[src/rtl/ibex_pkg.sv]
// Shared core types used by the PMP channel arbiter.
package ibex_pkg;

  typedef enum logic [1:0] {
    PRIV_LVL_M = 2'b11,
    PRIV_LVL_H = 2'b10,
    PRIV_LVL_S = 2'b01,
    PRIV_LVL_U = 2'b00
  } priv_lvl_e;

  typedef enum logic [1:0] {
    PMP_ACC_EXEC  = 2'b00,
    PMP_ACC_WRITE = 2'b01,
    PMP_ACC_READ  = 2'b10
  } pmp_req_e;

  typedef enum logic [1:0] {
    PMP_ARB_IDLE  = 2'b00,
    PMP_ARB_CHECK = 2'b01,
    PMP_ARB_RESP  = 2'b10
  } pmp_arb_state_e;

endpackage

[src/rtl/ibex_pmp_chan_arb_pkg.sv]
// Arbiter-local constants and the round-robin index helper.
package ibex_pmp_chan_arb_pkg;

  localparam int unsigned PmpAddrW = 34;

  // (base + off) mod n, valid for base < n and off < n.
  function automatic int unsigned rr_add(input int unsigned base,
                                         input int unsigned off,
                                         input int unsigned n);
    int unsigned sum;
    sum = base + off;
    return (sum >= n) ? (sum - n) : sum;
  endfunction

endpackage

[src/rtl/ibex_pmp_chan_arb_if.sv]
// Requester, response and PMP-channel signals of the shared PMP arbiter.
interface ibex_pmp_chan_arb_if #(
  parameter int unsigned NumReq = 3
);
  import ibex_pkg::*;
  import ibex_pmp_chan_arb_pkg::*;

  logic [NumReq-1:0]               req_valid_i;
  logic [NumReq-1:0]               req_ready_o;
  logic [NumReq-1:0][PmpAddrW-1:0] req_addr_i;
  pmp_req_e  [NumReq-1:0]          req_type_i;
  priv_lvl_e [NumReq-1:0]          req_priv_i;
  logic [NumReq-1:0]               rsp_valid_o;
  logic [NumReq-1:0]               rsp_ready_i;
  logic                            rsp_err_o;
  logic                            csr_pmp_change_i;
  logic [PmpAddrW-1:0]             pmp_req_addr_o;
  pmp_req_e                        pmp_req_type_o;
  priv_lvl_e                       pmp_priv_mode_o;
  logic                            pmp_req_err_i;

  // Requesters, CSR retire logic and the PMP checker drive this side.
  modport master (
    output req_valid_i, req_addr_i, req_type_i, req_priv_i, rsp_ready_i,
    output csr_pmp_change_i, pmp_req_err_i,
    input  req_ready_o, rsp_valid_o, rsp_err_o,
    input  pmp_req_addr_o, pmp_req_type_o, pmp_priv_mode_o
  );

  // The arbiter itself.
  modport slave (
    input  req_valid_i, req_addr_i, req_type_i, req_priv_i, rsp_ready_i,
    input  csr_pmp_change_i, pmp_req_err_i,
    output req_ready_o, rsp_valid_o, rsp_err_o,
    output pmp_req_addr_o, pmp_req_type_o, pmp_priv_mode_o
  );

endinterface

[src/rtl/ibex_pmp_rr_picker.sv]
// Combinational round-robin priority encoder: first valid bit at or after rr_q.
module ibex_pmp_rr_picker
  import ibex_pmp_chan_arb_pkg::*;
#(
  parameter int unsigned NumReq = 3,
  parameter int unsigned IdxW   = $clog2(NumReq)
) (
  input  logic [NumReq-1:0] valid,
  input  logic [IdxW-1:0]   rr_q,
  output logic [IdxW-1:0]   gnt_idx,
  output logic              gnt_valid
);

  logic [IdxW-1:0] cand;

  // Walk the requesters from rr_q with wrap-around, keep the first hit.
  always_comb begin
    gnt_idx   = '0;
    gnt_valid = 1'b0;
    cand      = '0;
    for (int unsigned i = 0; i < NumReq; i++) begin
      cand = IdxW'(rr_add(32'(rr_q), i, NumReq));
      if (!gnt_valid && valid[cand]) begin
        gnt_valid = 1'b1;
        gnt_idx   = cand;
      end
    end
  end

endmodule

[src/rtl/ibex_pmp_chan_arb.sv]
// Shares one PMP checking channel among NumReq requesters (round-robin),
// re-checking whenever PMP CSRs change while a check is in flight.
module ibex_pmp_chan_arb
  import ibex_pkg::*;
  import ibex_pmp_chan_arb_pkg::*;
#(
  parameter int unsigned NumReq = 3,
  parameter int unsigned IdxW   = $clog2(NumReq)
) (
  input logic                clk_i,
  input logic                rst_i,
  ibex_pmp_chan_arb_if.slave bus
);

  pmp_arb_state_e      state_q;
  logic [IdxW-1:0]     rr_q;
  logic [IdxW-1:0]     owner_q;
  logic                err_q;
  logic [NumReq-1:0]   rsp_valid_q;
  logic [PmpAddrW-1:0] pmp_addr_q;
  pmp_req_e            pmp_type_q;
  priv_lvl_e           pmp_priv_q;

  logic [IdxW-1:0]     gnt_idx;
  logic                gnt_valid;
  logic [IdxW-1:0]     rr_next;
  logic [NumReq-1:0]   owner_onehot;
  logic [NumReq-1:0]   req_ready;

  ibex_pmp_rr_picker #(
    .NumReq (NumReq),
    .IdxW   (IdxW)
  ) u_picker (
    .valid     (bus.req_valid_i),
    .rr_q      (rr_q),
    .gnt_idx   (gnt_idx),
    .gnt_valid (gnt_valid)
  );

  assign rr_next      = IdxW'(rr_add(32'(gnt_idx), 1, NumReq));
  assign owner_onehot = NumReq'(1) << owner_q;

  // Grant pulse is the only combinational output, and only while idle.
  always_comb begin
    req_ready = '0;
    if (state_q == PMP_ARB_IDLE && gnt_valid) begin
      req_ready[gnt_idx] = 1'b1;
    end
  end

  // Arbitration FSM with registered channel and response outputs.
  always_ff @(posedge clk_i) begin
    if (rst_i) begin
      state_q     <= PMP_ARB_IDLE;
      rr_q        <= '0;
      owner_q     <= '0;
      err_q       <= 1'b0;
      rsp_valid_q <= '0;
      pmp_addr_q  <= '0;
      pmp_type_q  <= PMP_ACC_READ;
      pmp_priv_q  <= PRIV_LVL_M;
    end else begin
      unique case (state_q)
        PMP_ARB_IDLE: begin
          if (gnt_valid) begin
            owner_q    <= gnt_idx;
            pmp_addr_q <= bus.req_addr_i[gnt_idx];
            pmp_type_q <= bus.req_type_i[gnt_idx];
            pmp_priv_q <= bus.req_priv_i[gnt_idx];
            rr_q       <= rr_next;
            state_q    <= PMP_ARB_CHECK;
          end
        end
        PMP_ARB_CHECK: begin
          // A retiring PMP CSR write invalidates this cycle's result.
          if (!bus.csr_pmp_change_i) begin
            err_q       <= bus.pmp_req_err_i;
            rsp_valid_q <= owner_onehot;
            state_q     <= PMP_ARB_RESP;
          end
        end
        PMP_ARB_RESP: begin
          if (bus.rsp_ready_i[owner_q]) begin
            rsp_valid_q <= '0;
            state_q     <= PMP_ARB_IDLE;
          end
        end
        default: begin
          rsp_valid_q <= '0;
          state_q     <= PMP_ARB_IDLE;
        end
      endcase
    end
  end

  assign bus.req_ready_o     = req_ready;
  assign bus.rsp_valid_o     = rsp_valid_q;
  assign bus.rsp_err_o       = err_q;
  assign bus.pmp_req_addr_o  = pmp_addr_q;
  assign bus.pmp_req_type_o  = pmp_type_q;
  assign bus.pmp_priv_mode_o = pmp_priv_q;

endmodule

[src/flat_wrapper.sv]
// flat-port wrapper written by rule: the top's interface ports become plain ports
module ibex_pmp_chan_arb_flat import ibex_pkg::*; import ibex_pmp_chan_arb_pkg::*;
#(
  parameter int unsigned NumReq = 3,
  parameter int unsigned IdxW   = $clog2(NumReq)
)
  (clk_i, rst_i, bus_req_valid_i, bus_req_addr_i, bus_req_type_i, bus_req_priv_i, bus_rsp_ready_i, bus_csr_pmp_change_i, bus_pmp_req_err_i, bus_req_ready_o, bus_rsp_valid_o, bus_rsp_err_o, bus_pmp_req_addr_o, bus_pmp_req_type_o, bus_pmp_priv_mode_o);
  ibex_pmp_chan_arb_if #(.NumReq(NumReq)) bus_i ();
  input logic clk_i;
  input logic rst_i;
  input wire logic [$bits(bus_i.req_valid_i)-1:0] bus_req_valid_i;
  input wire logic [$bits(bus_i.req_addr_i)-1:0] bus_req_addr_i;
  input wire logic [$bits(bus_i.req_type_i)-1:0] bus_req_type_i;
  input wire logic [$bits(bus_i.req_priv_i)-1:0] bus_req_priv_i;
  input wire logic [$bits(bus_i.rsp_ready_i)-1:0] bus_rsp_ready_i;
  input wire logic [$bits(bus_i.csr_pmp_change_i)-1:0] bus_csr_pmp_change_i;
  input wire logic [$bits(bus_i.pmp_req_err_i)-1:0] bus_pmp_req_err_i;
  output wire logic [$bits(bus_i.req_ready_o)-1:0] bus_req_ready_o;
  output wire logic [$bits(bus_i.rsp_valid_o)-1:0] bus_rsp_valid_o;
  output wire logic [$bits(bus_i.rsp_err_o)-1:0] bus_rsp_err_o;
  output wire logic [$bits(bus_i.pmp_req_addr_o)-1:0] bus_pmp_req_addr_o;
  output wire logic [$bits(bus_i.pmp_req_type_o)-1:0] bus_pmp_req_type_o;
  output wire logic [$bits(bus_i.pmp_priv_mode_o)-1:0] bus_pmp_priv_mode_o;
  assign bus_i.req_valid_i = bus_req_valid_i;
  assign bus_i.req_addr_i = bus_req_addr_i;
  assign bus_i.req_type_i = bus_req_type_i;
  assign bus_i.req_priv_i = bus_req_priv_i;
  assign bus_i.rsp_ready_i = bus_rsp_ready_i;
  assign bus_i.csr_pmp_change_i = bus_csr_pmp_change_i;
  assign bus_i.pmp_req_err_i = bus_pmp_req_err_i;
  assign bus_req_ready_o = bus_i.req_ready_o;
  assign bus_rsp_valid_o = bus_i.rsp_valid_o;
  assign bus_rsp_err_o = bus_i.rsp_err_o;
  assign bus_pmp_req_addr_o = bus_i.pmp_req_addr_o;
  assign bus_pmp_req_type_o = bus_i.pmp_req_type_o;
  assign bus_pmp_priv_mode_o = bus_i.pmp_priv_mode_o;
  ibex_pmp_chan_arb #(.NumReq(NumReq), .IdxW(IdxW)) u_core (.clk_i(clk_i), .rst_i(rst_i), .bus(bus_i));
endmodule
[config.mk]
export PLATFORM = sky130hd
export DESIGN_NAME = ibex_pmp_chan_arb_flat
export DESIGN_NICKNAME = d
export VERILOG_FILES = /design/src/rtl/ibex_pkg.sv /design/src/rtl/ibex_pmp_chan_arb_pkg.sv /design/src/rtl/ibex_pmp_chan_arb_if.sv /design/src/rtl/ibex_pmp_rr_picker.sv /design/src/rtl/ibex_pmp_chan_arb.sv /design/src/flat_wrapper.sv
export SDC_FILE = /design/constraint.sdc
export NUM_CORES = 1
export LEC_CHECK = 0
export BUFFER_PORTS_ARGS = -buffer_cell sky130_fd_sc_hd__buf_4
export CAP_MARGIN = 20
export CORE_MARGIN = 8
export CORE_UTILIZATION = 43
export CTS_CLUSTER_SIZE = 25
export DETAILED_ROUTE_END_ITERATION = 10
export MAX_ROUTING_LAYER = met4
export PLACE_DENSITY_LB_ADDON = 0.1
export RECOVER_POWER = 25
export SETUP_SLACK_MARGIN = 0.2
export SLEW_MARGIN = 20
export SYNTH_ARGS = -nofsm -noshare
export SYNTH_HDL_FRONTEND = slang
export SYNTH_HIERARCHICAL = 1
export SYNTH_SLANG_ARGS = --single-unit
[constraint.sdc]
create_clock -name clk_i -period 3.5 [get_ports clk_i]
set_clock_uncertainty 0.15 [all_clocks]
set_input_delay 0.175 -clock clk_i [delete_from_list [all_inputs] [get_ports clk_i]]
set_output_delay 0.175 -clock clk_i [all_outputs]
set_load 0.01 [all_outputs]
# Yosys cells after proc, flatten, opt, wreduce, memory -nomap -nowiden

Cells that the tools add are included.

$add $sub $neg: 7
Order comparisons: 10
Equality and inequality tests: 5
Shifts and indexed selects: 1
Muxes and demuxes: 34
Bitwise operators: 2
Reduce and logical (&&, ||, !) cells: 11

Operators with widths:

| operator              | number |
|---|---|
| $bmux W34 S2          | 1 |
| $mux W34              | 1 |
| $mux W2               | 12 |
| $lt A2 B3 Y1 const B  | 5 |
| $ge A3 B2 Y1 const B  | 3 |
| $mux W3               | 3 |
| $pmux W3 S3           | 1 |
| $bmux W1 S2           | 4 |
| $bmux W2 S2           | 2 |
| $mux W1               | 8 |
| $sub A2 B2 Y2 const B | 4 |
| $add A2 B1 Y3 const B | 2 |
| $pmux W2 S3           | 1 |
| $reduce_and A3 Y1     | 2 |
| $logic_and A1 B1 Y1   | 4 |
| $ne A2 B1 Y1 const B  | 2 |
| $reduce_and A2 Y1     | 2 |
| $add A2 B2 Y3 const B | 1 |
| $shl A1 B2 Y3 const A | 1 |
| $demux W1 S2          | 1 |
| $eq A2 B1 Y1 const B  | 1 |
| $eq A2 B2 Y1 const B  | 1 |
| $ge A2 B1 Y1 const B  | 1 |
| $ge A2 B2 Y1 const B  | 1 |
| other kinds (4)       | 6 |

Register bits: 48
Input port bits: 124
Output and inout bits: 45
Logic and storage cells: 78

# Logic depth before layout (Yosys ltp)

Gate-level depths: netlist of run 1.

Depth after elaboration: 16
Depth in mapped cells: 12
Gate-level depth less buffers: 10

# By module

The synthesis of run 1 kept the hierarchy.

Modules (own cells, without submodules):

| module             | times used | cells each | area an instance (um2) | sequential area each (um2) |
|---|---|---|---|---|
| ibex_pmp_chan_arb  | 1          | 276        | 2492.4                 | 960.9 |
| ibex_pmp_rr_picker | 1          | 26         | 200.2                  | 0.0 |

# Least setup slack after synthesis of run 1

No wires, ideal clock.

Path kind: flip-flop to flip-flop
Start point: register u_core.rr_q[0]
End point: register u_core.pmp_addr_q[29] (netlist: u_core/bus.pmp_req_addr_o[29])
Setup time: 132 ps
Data arrival time: 2514 ps
Slack: 704 ps
Stages on the path, launching flop included: 11
Buffers on the path: 2
Path through: dfxtp_1 > inv_1 > ha_1 > mux2i_1 > nor3b_1 > a211oi_1 > buf_2 > buf_2 > mux2_2 > a221oi_1 > nor3_1

Word-level cells in the longest chain between the ends: 13
Elaborated cells on any way between the ends: 30

RTL lines:

| element                                                | line                     | RTL |
|---|---|---|
| from (decl)                                            | ibex_pmp_chan_arb.sv:16  | `logic [IdxW-1:0] rr_q;` |
| from (signal assigned)                                 | ibex_pmp_chan_arb.sv:70  | `rr_q <= rr_next;` |
| branches (longest 10 deep; another with $add A2 B1 Y3) | --                       |  |
| $mux W2 *                                              | ibex_pmp_rr_picker.sv:23 | `if (!gnt_valid && valid[cand]) begin` |
| named net u_core.gnt_idx[1]                            | ibex_pmp_chan_arb.sv:24  | `logic [IdxW-1:0] gnt_idx;` |
| $bmux W34 S2 *                                         | ibex_pmp_chan_arb.sv:67  | `pmp_addr_q <= bus.req_addr_i[gnt_idx];` |
| $mux W34 (not written as such) *                       | ibex_pmp_chan_arb.sv:67  |  |
| to (signal assigned)                                   | ibex_pmp_chan_arb.sv:67  |  |
| to (decl)                                              | ibex_pmp_chan_arb.sv:20  | `logic [PmpAddrW-1:0] pmp_addr_q;` |

Mark *: on every way through the listed nets, which the timed path passes. The select of a mux whose other input is x is not followed.
A chain may end at the register's enable or synchronous reset.

# Worst setup path after layout of run 1

Start point: register u_core.rr_q[0]
End point: output bus_req_ready_o[2]

Word-level cells in the longest chain between the ends: 16
Elaborated cells on any way between the ends: 34

RTL lines:

| element                                                            | line                     | RTL |
|---|---|---|
| branches (longest 10 deep; another with $add A2 B1 Y3)             | --                       |  |
| $mux W2 *                                                          | ibex_pmp_rr_picker.sv:23 |  |
| named net u_core.gnt_idx[1]                                        | ibex_pmp_chan_arb.sv:24  |  |
| $lt A2 B3 Y1 (not written as such) or $ge A2 B1 Y1 (tied branches) | ibex_pmp_chan_arb.sv:47  | `req_ready[gnt_idx] = 1'b1;` |
| $logic_and A1 B1 Y1 (not written as such)                          | ibex_pmp_chan_arb.sv:47  |  |
| $mux W1 (not written as such)                                      | ibex_pmp_chan_arb.sv:47  |  |
| $demux W1 S2 *                                                     | --                       |  |
| $mux W3 *                                                          | ibex_pmp_chan_arb.sv:46  | `if (state_q == PMP_ARB_IDLE && gnt_valid) begin` |
| to (decl)                                                          | flat_wrapper.sv:18       | `output wire logic [$bits(bus_i.req_ready_o)-1:0] bus_req_ready_o;` |

Marks and branches as above.

==> impl_results.md, run 1 <==
- Pwr per Cell Area: 970 nW/um^2
- Share of cells above drive strength 1: 0.463
- Post-route ant nets: 0
- Insertion delay to the later sink of the worst-skew pair: 0.30 ns
- Top-Level Pins: between 150 and 200
- Clock root buffer: clkbuf_8
- Max cap viols: 0
- Post-DR vias/cell: ~5.5
- Syn Inst Count: 302
- Switching share of total power: 0.444
- WP data required: 3.17 ns
- Total gr overflow: 0
- Worst vdd ir: 501 uV
- Vias: approximately 3000
- Minimum clock period: approximately 3.2 ns
- H-tree depth: 2
- Status: finished clean
- Gr usage total: 0.198
- Synth cell types: 34
- Internal: 2.25 mW
- Period utilization: 0.907
- Initial Util: 0.434
- Layout Area Growth over Synthesis: 55.1%
- First-pass GRT wire length: 14.0 mm
- Setup TNS: 0 ns
- Routed WL per cell: 17.8 um
- Drt total wl: between 9 and 10 mm
- Placer congestion estimate: ~0.9
- Leakage: between 1.5 and 2 nW
- DR iter-0 viols: around 160
- Syn avg cell area: approximately 8.9 um^2
- Vias in the first global route: 3005
- Clock Sinks: 48
- Netlist Area Pre-Place: about 2700 um^2
- Worst hold-check path type: in -> reg
- Drt pass-1 iters: 4
- Seq cells post-synth: 48
- Fmax: 315 MHz
- Yosys warns: 6
- Sw Pwr: 1.80 mW
- Clk pin slew, worst setup/hold paths: 0.09 ns
- CTS Buf Count: 5
- Final Hold Viols: 0
- CP most frequent cell: buf_4
- CTS tree: yes
- Kind of end point of the critical path: output port
- Post-synthesis sequential area ratio: 0.357
- Die Width: 95.1 um
- Die area: about 9000 um^2
- CP cell instances: inv_1, ha_4, mux2i_1, o21ai_0, nor4b_1, buf_4, a211oi_4, buf_12, buf_4, ha_1, and3_1, buf_4
- Bufs on Longest Clock Path: 2
- Die height: 95.1 um
- Net count after synthesis: roughly 430
- WP data arrival: 2.85 ns
- Pins over their slew limit: 0
- Slowest-stage cell, CP: a211oi_4
- CP startpoint kind: register
- Core area: 6200 um^2
- Num rows: 29
- Initial antenna violation count: 0
- WS Path Type: reg -> out
- # diodes: 0
- Max stage delay on crit path: 0.40 ns
- Largest net degree at the start of global routing: 50
- Final setup vio count: 0
- Worst-Margin Slew: 0.718 ns
- Clock network power share: 0.087
- Tot Pwr: slightly above 4 mW
- Drt drc: 0
- Seq pwr share: 0.214
- Max-slew headroom: 0.521
- Critical path peak fanout: 6
- RSZ-0062 raised after global routing: no
- Comb pwr share: 0.699
- Hpwl dp: 6.83 mm
- # nets final: 599
- IO buf count: 168
==> metrics by stage <==
step	cell area, um^2	hold slack [ns]	setup WS, ns	std cells	util
after global routing	4180	0.0324	0.246	546	0.673
after floorplan	2690	0.169	0.704	302	-
after detailed placement	4010	0.277	0.201	529	0.646
after CTS	4160	0.0193	0.206	539	0.670
after global placement	4000	0.262	0.123	529	0.645
final	4180	0.0206	0.327	546	0.673
==> what timing repair did <==
| item | CTS | global route |
|---|---|---|
| setup endpoints to repair | 7 | 25 |
| endpoints found under the hold margin | 1 | 0 |
| hold buffers | 1 | 0 |
| resized for setup | 3 | 10 |
| cloned | 1 | 2 |
| pin swaps | 0 | 2 |
| setup buffers | 0 | 5 |
==> cell families (layout without fill, tap and decap cells) <==
family                     count (synthesis)  after routing  share of synthesized area
and+or+nand+nor                          109            110                      0.191
AOI/OAI and AO/OA                         56             56                      0.169
DFF                                       48             48                      0.357
muxes                                     46             46                      0.189
buffers and inverters                     36            202                     0.0613
adders and majority gates                  7              7                     0.0325
==> Yosys cell counts (all sizes together) <==
| library cell | count | share of area |
|---|---|---|
| o21ai | 4 | 0.0074 |
| mux2i | 8 | 0.030 |
| dfxtp | 48 | 0.36 |
| nand3 | 2 | 0.0037 |
| inv | 9 | 0.013 |
| and2 | 2 | 0.0056 |
| ha | 7 | 0.033 |
| a221oi | 38 | 0.12 |
| nor4b | 1 | 0.0033 |
| and3 | 3 | 0.0070 |
| nand2 | 7 | 0.0098 |
| o41ai | 1 | 0.0033 |
| o32ai | 2 | 0.0065 |
| nor3b | 1 | 0.0028 |
| nand3b | 3 | 0.0084 |
| clkbuf | 10 | 0.014 |
| nand2b | 4 | 0.0093 |
| nor3 | 36 | 0.067 |
| o32a | 1 | 0.0042 |
| o21bai | 3 | 0.0084 |
| buf | 17 | 0.035 |
| a21oi | 4 | 0.0074 |
| a21o | 1 | 0.0028 |
| nor2 | 45 | 0.063 |
| nor2b | 3 | 0.0070 |
| a211oi | 2 | 0.0056 |
| or3 | 2 | 0.0051 |
| mux2 | 38 | 0.16 |
==> final cells by class <==
cell class,instances,area (um^2)
Multi-Input combinational cell,219,1630
Inverter,9,33.8
Tap cell,77,96.3
Sequential cell,48,963
Clock inverter,1,7.51
Fill cell,559,2030
Timing Repair Buffer,185,1360
Clock buffer,7,86.3
==> metal layers <==
metal  wire length [um]  global-route usage  vias up  share of wire
met4                 51              0.0377        0         0.0053
met1               3970               0.226     1403           0.41
met5                  0                   -        -              0
met3                965              0.0748        4          0.099
li1                   -                   -     1455              -
met2               4730               0.325      134           0.49
==> registers in the layout, indices dropped and copies added, names as in the netlist <==
name	flops
u_core/bus.pmp_req_addr_o	34
u_core/bus.rsp_valid_o	3
u_core/bus.pmp_priv_mode_o	2
u_core/bus.pmp_req_type_o	2
u_core/owner_q	2
u_core/rr_q	2
u_core/state_q	2
u_core/bus.rsp_err_o	1
==> power by group through the flow <==
| stage | sequential, mW | clock [mW] | combinational [mW] |
|---|---|---|---|
| floorplan | 0.936 | 0 | 1.68 |
| global placement | 0.865 | 0 | 2.48 |
| detailed placement | 0.876 | 0 | 2.53 |
| CTS | 0.863 | 0.361 | 2.68 |
| global route | 0.890 | 0.389 | 3.05 |
| finish | 0.866 | 0.352 | 2.83 |
==> layout by cell type (no fill, tap or decap), types with 2 or more instances in the layout <==
| master | instances |
|---|---|
| o21ai_1 | 3 |
| clkbuf_1 | 24 |
| nor3_1 | 36 |
| mux2_2 | 37 |
| ha_1 | 6 |
| clkbuf_8 | 6 |
| o21bai_1 | 3 |
| buf_4 | 157 |
| a221oi_1 | 38 |
| and3_1 | 3 |
| dfxtp_2 | 2 |
| nor2b_1 | 3 |
| inv_1 | 9 |
| nor2_1 | 44 |
| o32ai_1 | 2 |
| nand2_1 | 7 |
| nand3b_1 | 3 |
| a21oi_1 | 4 |
| nand3_1 | 2 |
| mux2i_1 | 6 |
| dfxtp_1 | 46 |
| nand2b_1 | 4 |
==> worst max-delay path, delay by kind of cell (launching register included) <==
family / cells / cell delay, ns
buf+inv: 5 / 0.65
compound gates: 2 / 0.55
fa+ha+maj: 2 / 0.46
mux: 1 / 0.19
flops: 1 / 0.36
simple gates: 2 / 0.34
==> worst paths after layout <==
path | from | slack [ns] | cells after the start | to
worst min-delay path | bus_req_type_i[3] | 0.02 | 3 | u_core/bus.pmp_req_type_o[1]
worst max-delay path | u_core/rr_q[0] | 0.33 | 12 | bus_req_ready_o[2]
worst min register to register | u_core/bus.rsp_valid_o[0] | 0.33 | 2 | u_core/bus.rsp_valid_o[0]
worst max register to register | u_core/rr_q[0] | 0.34 | 12 | u_core/bus.pmp_req_addr_o[19]
(Power assumes the default switching activity.)
==> run 2: changes to the inputs <==
--- a/config.mk
+++ b/config.mk
@@ -13,7 +13,7 @@
 export DETAILED_ROUTE_END_ITERATION = 10
 export MAX_ROUTING_LAYER = met4
 export PLACE_DENSITY_LB_ADDON = 0.1
-export RECOVER_POWER = 25
+export RECOVER_POWER = 100
 export SETUP_SLACK_MARGIN = 0.2
 export SLEW_MARGIN = 20
 export SYNTH_ARGS = -nofsm -noshare
==> impl_results.md, run 2 (synthesis results as in run 1) <==
- Commonest non-fill, non-tap cells in the layout: buf_4, clkbuf_1, dfxtp_1
- Total gr overflow: 0
- Worst path buffer plus inverter count: 6
- Period utilization: 0.930
- Kind of end point of the critical path: output port
- Gr usage total: 0.198
- DR iter-0 viols: 185
- Status: finished clean
- Routed WL per cell: 17.7 um
- Final setup vio count: 0
- Critical path peak fanout: 6
- Core area: 6200 um^2
- Worst-Margin Slew: 0.699 ns
- R2R Setup Slk: 0.25 ns
- Largest net degree at the start of global routing: 50
- Placer congestion estimate: 0.891
- Clock root buffer: clkbuf_8
- Vias in the first global route: between 3000 and 4000
- Fin worst setup slack: between 0.2 and 0.25 ns
- Clock Sinks: 48
- Minimum clock period: roughly 3.3 ns
- CP startpoint kind: register
- Max cap viols: 0
- CTS Buf Count: 5
- Initial antenna violation count: 0
- Worst vdd ir: 487 uV
- CP most frequent cell: buf_4
- Clk pin slew, worst setup/hold paths: 0.09 ns
- Share of cells above drive strength 1: 0.407
- Post-route ant nets: 0
- Die area: 9050 um^2
- IO buf count: between 150 and 200
- Initial Util: 0.434
- CTS tree: yes
- Pre-CTS setup slack: 0.201 ns
- WS Path Type: reg -> out
- WHS: 0.0177 ns
- Drt total wl: 9.69 mm
- Worst hold-check path type: in -> reg
- Bufs on Longest Clock Path: 2
- Layout Area Growth over Synthesis: 51.4%
- RSZ-0062 raised after global routing: no
- Vias: 2993
- Die Width: 95.1 um
- Tot Pwr: 3.93 mW
- Max-slew headroom: 0.534
- Drt pass-1 iters: 4
- WP data required: 3.17 ns
- Drt drc: 0
- Max reg flops: 34
- Num rows: 29
- Top-Level Pins: 169
- # diodes: 0
- Setup TNS: 0 ns
- Final Hold Viols: 0
- Post-DR vias/cell: 5.48
- Die height: 95.1 um
- Hpwl dp: 6.83 mm
- WP data arrival: 2.93 ns
- # nets final: roughly 600
- First-pass GRT wire length: 14.0 mm
- Commonest non-fill, non-tap cell in the layout: buf_4
- H-tree depth: 2
- CP cell instances: inv_1, ha_1, nand2b_1, mux2i_4, clkbuf_1, nor4b_1, buf_4, a211oi_4, buf_12, buf_4, ha_1, and3_1, buf_4
- Pwr per Cell Area: 965 nW/um^2
- Leakage: 1.75 nW
- Pins over their slew limit: 0
- Fmax: 307 MHz
- Insertion delay to the later sink of the worst-skew pair: 0.30 ns
- Slowest-stage cell, CP: dfxtp_1
- CP top delay family: buffers and inverters
- Max stage delay on crit path: between 0.4 and 0.5 ns
## run 2: worst min-delay path, cell delays in order
cell and delay (ns):
buf_4 0.07, a221oi_1 0.06, o21bai_1 0.13
## run 2: through the flow
stage | utilization | std cells | instance area (um^2)
after global placement | 0.645 | 529 | 4000
after detailed placement | 0.646 | 529 | 4010
after global routing | 0.657 | 546 | 4080
after CTS | 0.670 | 539 | 4160
final | 0.657 | 546 | 4080
after floorplan | - | 302 | 2690
## run 2: area by class of cell
class | count | area [um^2]
clock buffer | 7 | 86.3
tap | 77 | 96.3
timing repair buffer | 185 | 1270
multi-input combinational | 219 | 1630
inverter | 9 | 33.8
clock inverter | 1 | 7.51
sequential | 48 | 962
fill | 575 | 2130
## run 2: layer usage
metal,up-vias,global-route usage,wire (um)
met5,-,-,0
met4,0,0.0377,61
met3,6,0.0748,980
met2,135,0.325,4660
met1,1396,0.226,3980
li1,1456,-,-
## run 2: path summary, 6_finish.rpt
| kind | startpoint | end | depth (start not counted) |
|---|---|---|---|
| setup / recovery | u_core/rr_q[1] | bus_req_ready_o[2] | 13 |
| hold / removal | bus_req_type_i[3] | u_core/bus.pmp_req_type_o[1] | 3 |
| setup reg to reg | u_core/rr_q[1] | u_core/bus.pmp_req_addr_o[24] | 13 |
| hold reg to reg | u_core/bus.rsp_valid_o[0] | u_core/bus.rsp_valid_o[0] | 2 |
## run 2: timing repair
| item | CTS | global route |
|---|---|---|
| setup buffers | 0 | 5 |
| hold buffers | 1 | 0 |
| gates cloned | 1 | 2 |
| endpoints found under the hold margin | 1 | 0 |
| pin swaps | 0 | 2 |
| endpoints found under the setup margin | 7 | 25 |
| gates resized for setup | 3 | 10 |
## run 2: report_power, final
group,total [mW],switching (mW),internal [mW]
Clock,0.354,0.193,0.161
Combinational,2.72,1.48,1.24
Sequential,0.862,0.113,0.748
==> run 3: changes to the inputs <==
--- a/config.mk
+++ b/config.mk
@@ -14,7 +14,6 @@
 export MAX_ROUTING_LAYER = met4
 export PLACE_DENSITY_LB_ADDON = 0.1
 export RECOVER_POWER = 100
-export SETUP_SLACK_MARGIN = 0.2
 export SLEW_MARGIN = 20
 export SYNTH_ARGS = -nofsm -noshare
 export SYNTH_HDL_FRONTEND = slang
==> constraint.sdc (replaced) <==
create_clock -name clk_i -period 3.5 [get_ports clk_i]
set_clock_uncertainty 0.15 [all_clocks]
set_input_delay 0.7 -clock clk_i [delete_from_list [all_inputs] [get_ports clk_i]]
set_output_delay 0.7 -clock clk_i [all_outputs]
set_load 0.01 [all_outputs]
==> impl_results.md, run 3 (synthesis results as in run 1) <==
- Status: finished clean
- Seq pwr share: 0.229
- Layout Area Growth over Synthesis: 48.5%
- Routed WL per cell: 17.1 um
- Sw Pwr: 1.68 mW
- Core area: 6200 um^2
- CP startpoint: u_core/rr_q[1]
- Worst vdd ir: approximately 610 uV
- Reg2reg path depth: 12
- Final Hold Viols: 0
- Final std cells w/o fill: between 500 and 600
- WS Path Type: reg -> out
- Clock root buffer: clkbuf_8
- WP data arrival: 2.46 ns
- Die height: 95.1 um
- Kind of end point of the critical path: output port
- Commonest non-fill, non-tap cell in the layout: buf_4
- FILL cells: 574
- Vias: ~2900
- Final instance area: around 4000 um^2
- Final setup vio count: 0
- Worst flop-to-flop path startpoint: u_core/rr_q[1]
- Placed Cells: between 500 and 600
- CP cell instances: inv_1, ha_1, mux2i_2, mux2i_4, a21o_1, a211oi_4, inv_1, ha_1, and3_1, clkbuf_1
- Post-route ant nets: 0
- Clk pin slew, worst setup/hold paths: 0.08 ns
- Leakage: 1.72 nW
- First-pass GRT wire length: roughly 14 mm
- WP data required: 2.65 ns
- Minimum clock period: 3.31 ns
- Die area: 9050 um^2
- Setup TNS: 0 ns
- Top-Level Pins: approximately 170
- Worst Hold End: u_core/bus.rsp_valid_o[0]
- Share of cells above drive strength 1: 0.413
- Initial Util: 0.434
- Switching share of total power: 0.449
- RSZ-0062 raised after global routing: no
- Commonest non-fill, non-tap cells in the layout: buf_4, dfxtp_1, clkbuf_1, nor2_1, a221oi_1
- Clock network power share: 0.101
- Bufs on Longest Clock Path: 2
- Hold Path Depth: 2
- Max reg flops: 34
- CTS tree: yes
- Worst-Margin Slew: 1.06 ns
- Total gr overflow: 0
- R2R Setup Slk: between 0.2 and 0.3 ns
- Max stage delay on crit path: 0.41 ns
- IO buf count: 168
- Drt drc: 0
- Drt pass-1 iters: 4
- Hpwl dp: 6.94 mm
- Tot Pwr: 3.75 mW
- Comb pwr share: 0.670
- DR iter-0 viols: 126
- H-tree depth: 2
- Slowest-stage cell, CP: dfxtp_1
- Hold Path Origin: u_core/bus.rsp_valid_o[0]
- # diodes: 0
- Placer congestion estimate: 0.930
- Post-DR vias/cell: 5.38
- CP startpoint kind: register
- # nets final: 592
- Pins over their slew limit: 0
- Reg2reg end: u_core/bus.pmp_priv_mode_o[1]
- Pwr per Cell Area: 938 nW/um^2
- Max cap viols: 0
- Fmax: 302 MHz
- Die Width: 95.1 um
- CTS Buf Count: 5
- Gr usage total: 0.202
- Insertion delay to the later sink of the worst-skew pair: 0.29 ns
- Post-DP Area: around 4000 um^2
- Initial antenna violation count: 0
- Period utilization: 0.947
- Clock Sinks: 48
- Critical path peak fanout: 5
- Num rows: 29
- Max-slew headroom: 0.293
- Vias in the first global route: 2935
- Internal: 2.07 mW
- Worst hold-check path type: reg -> reg
- Drt total wl: 9.17 mm
- Largest net degree at the start of global routing: 50
[run 3: layer usage]
layer	up-vias	global-route usage	part of all wire
li1	1432	-	-
met1	1322	0.246	0.41
met2	128	0.323	0.47
met3	9	0.0543	0.098
met4	0	0.0494	0.015
met5	-	-	0
[run 3: power groups by stage]
| stage | Clock (mW) | Sequential [mW] | Combinational, mW |
|---|---|---|---|
| after global placement | 0 | 0.866 | 2.51 |
| after CTS | 0.386 | 0.861 | 2.59 |
| final | 0.377 | 0.859 | 2.51 |
| after floorplan | 0 | 0.936 | 1.68 |
| after global routing | 0.410 | 0.887 | 2.78 |
| after detailed placement | 0 | 0.871 | 2.56 |
[run 3: layout make-up]
cell class | instances | area (um^2) | share of cell area
clock buffer | 5 | 68.8 | 0.0172
clock inverter | 1 | 30.0 | 0.00751
inverter | 9 | 33.8 | 0.00845
multi-input combinational | 218 | 1630 | 0.409
sequential | 48 | 962 | 0.241
tap | 77 | 96.3 | 0.0241
timing repair buffer | 179 | 1170 | 0.293
[run 3: worst max-delay path by stage]
stage,endpoint,depth (start not counted)
after floorplan,bus_req_ready_o[2],9
after global placement,bus_req_ready_o[2],10
after detailed placement,bus_req_ready_o[0],10
after CTS,bus_req_ready_o[1],10
after global routing,bus_req_ready_o[0],10
final,bus_req_ready_o[0],10
[run 3: repair_timing]
item | CTS | global route
gates resized for setup | 3 | 8
setup endpoints to repair | 3 | 3
pin swaps | 0 | 2
hold buffers | 0 | 0
setup buffers | 0 | 2
[run 3: worst max-delay path, delay by kind of cell, from the launching register on]
| family | cells | cell delay [ns] |
|---|---|---|
| AOI/OAI and AO/OA | 2 | 0.48 |
| adders and majority gates | 2 | 0.44 |
| DFF | 1 | 0.41 |
| muxes | 2 | 0.36 |
| buffers and inverters | 3 | 0.35 |
| and+or+nand+nor | 1 | 0.15 |
[run 3: stage by stage]
| stage | setup WS (ns) | hold slack [ns] | utilization |
|---|---|---|---|
| after CTS | 0.0223 | 0.331 | 0.663 |
| after detailed placement | 0.280 | 0.318 | 0.645 |
| after floorplan | 0.416 | 0.303 | - |
| final | 0.185 | 0.327 | 0.644 |
| after global placement | 0.360 | 0.319 | 0.645 |
| after global routing | 0.00949 | 0.357 | 0.644 |
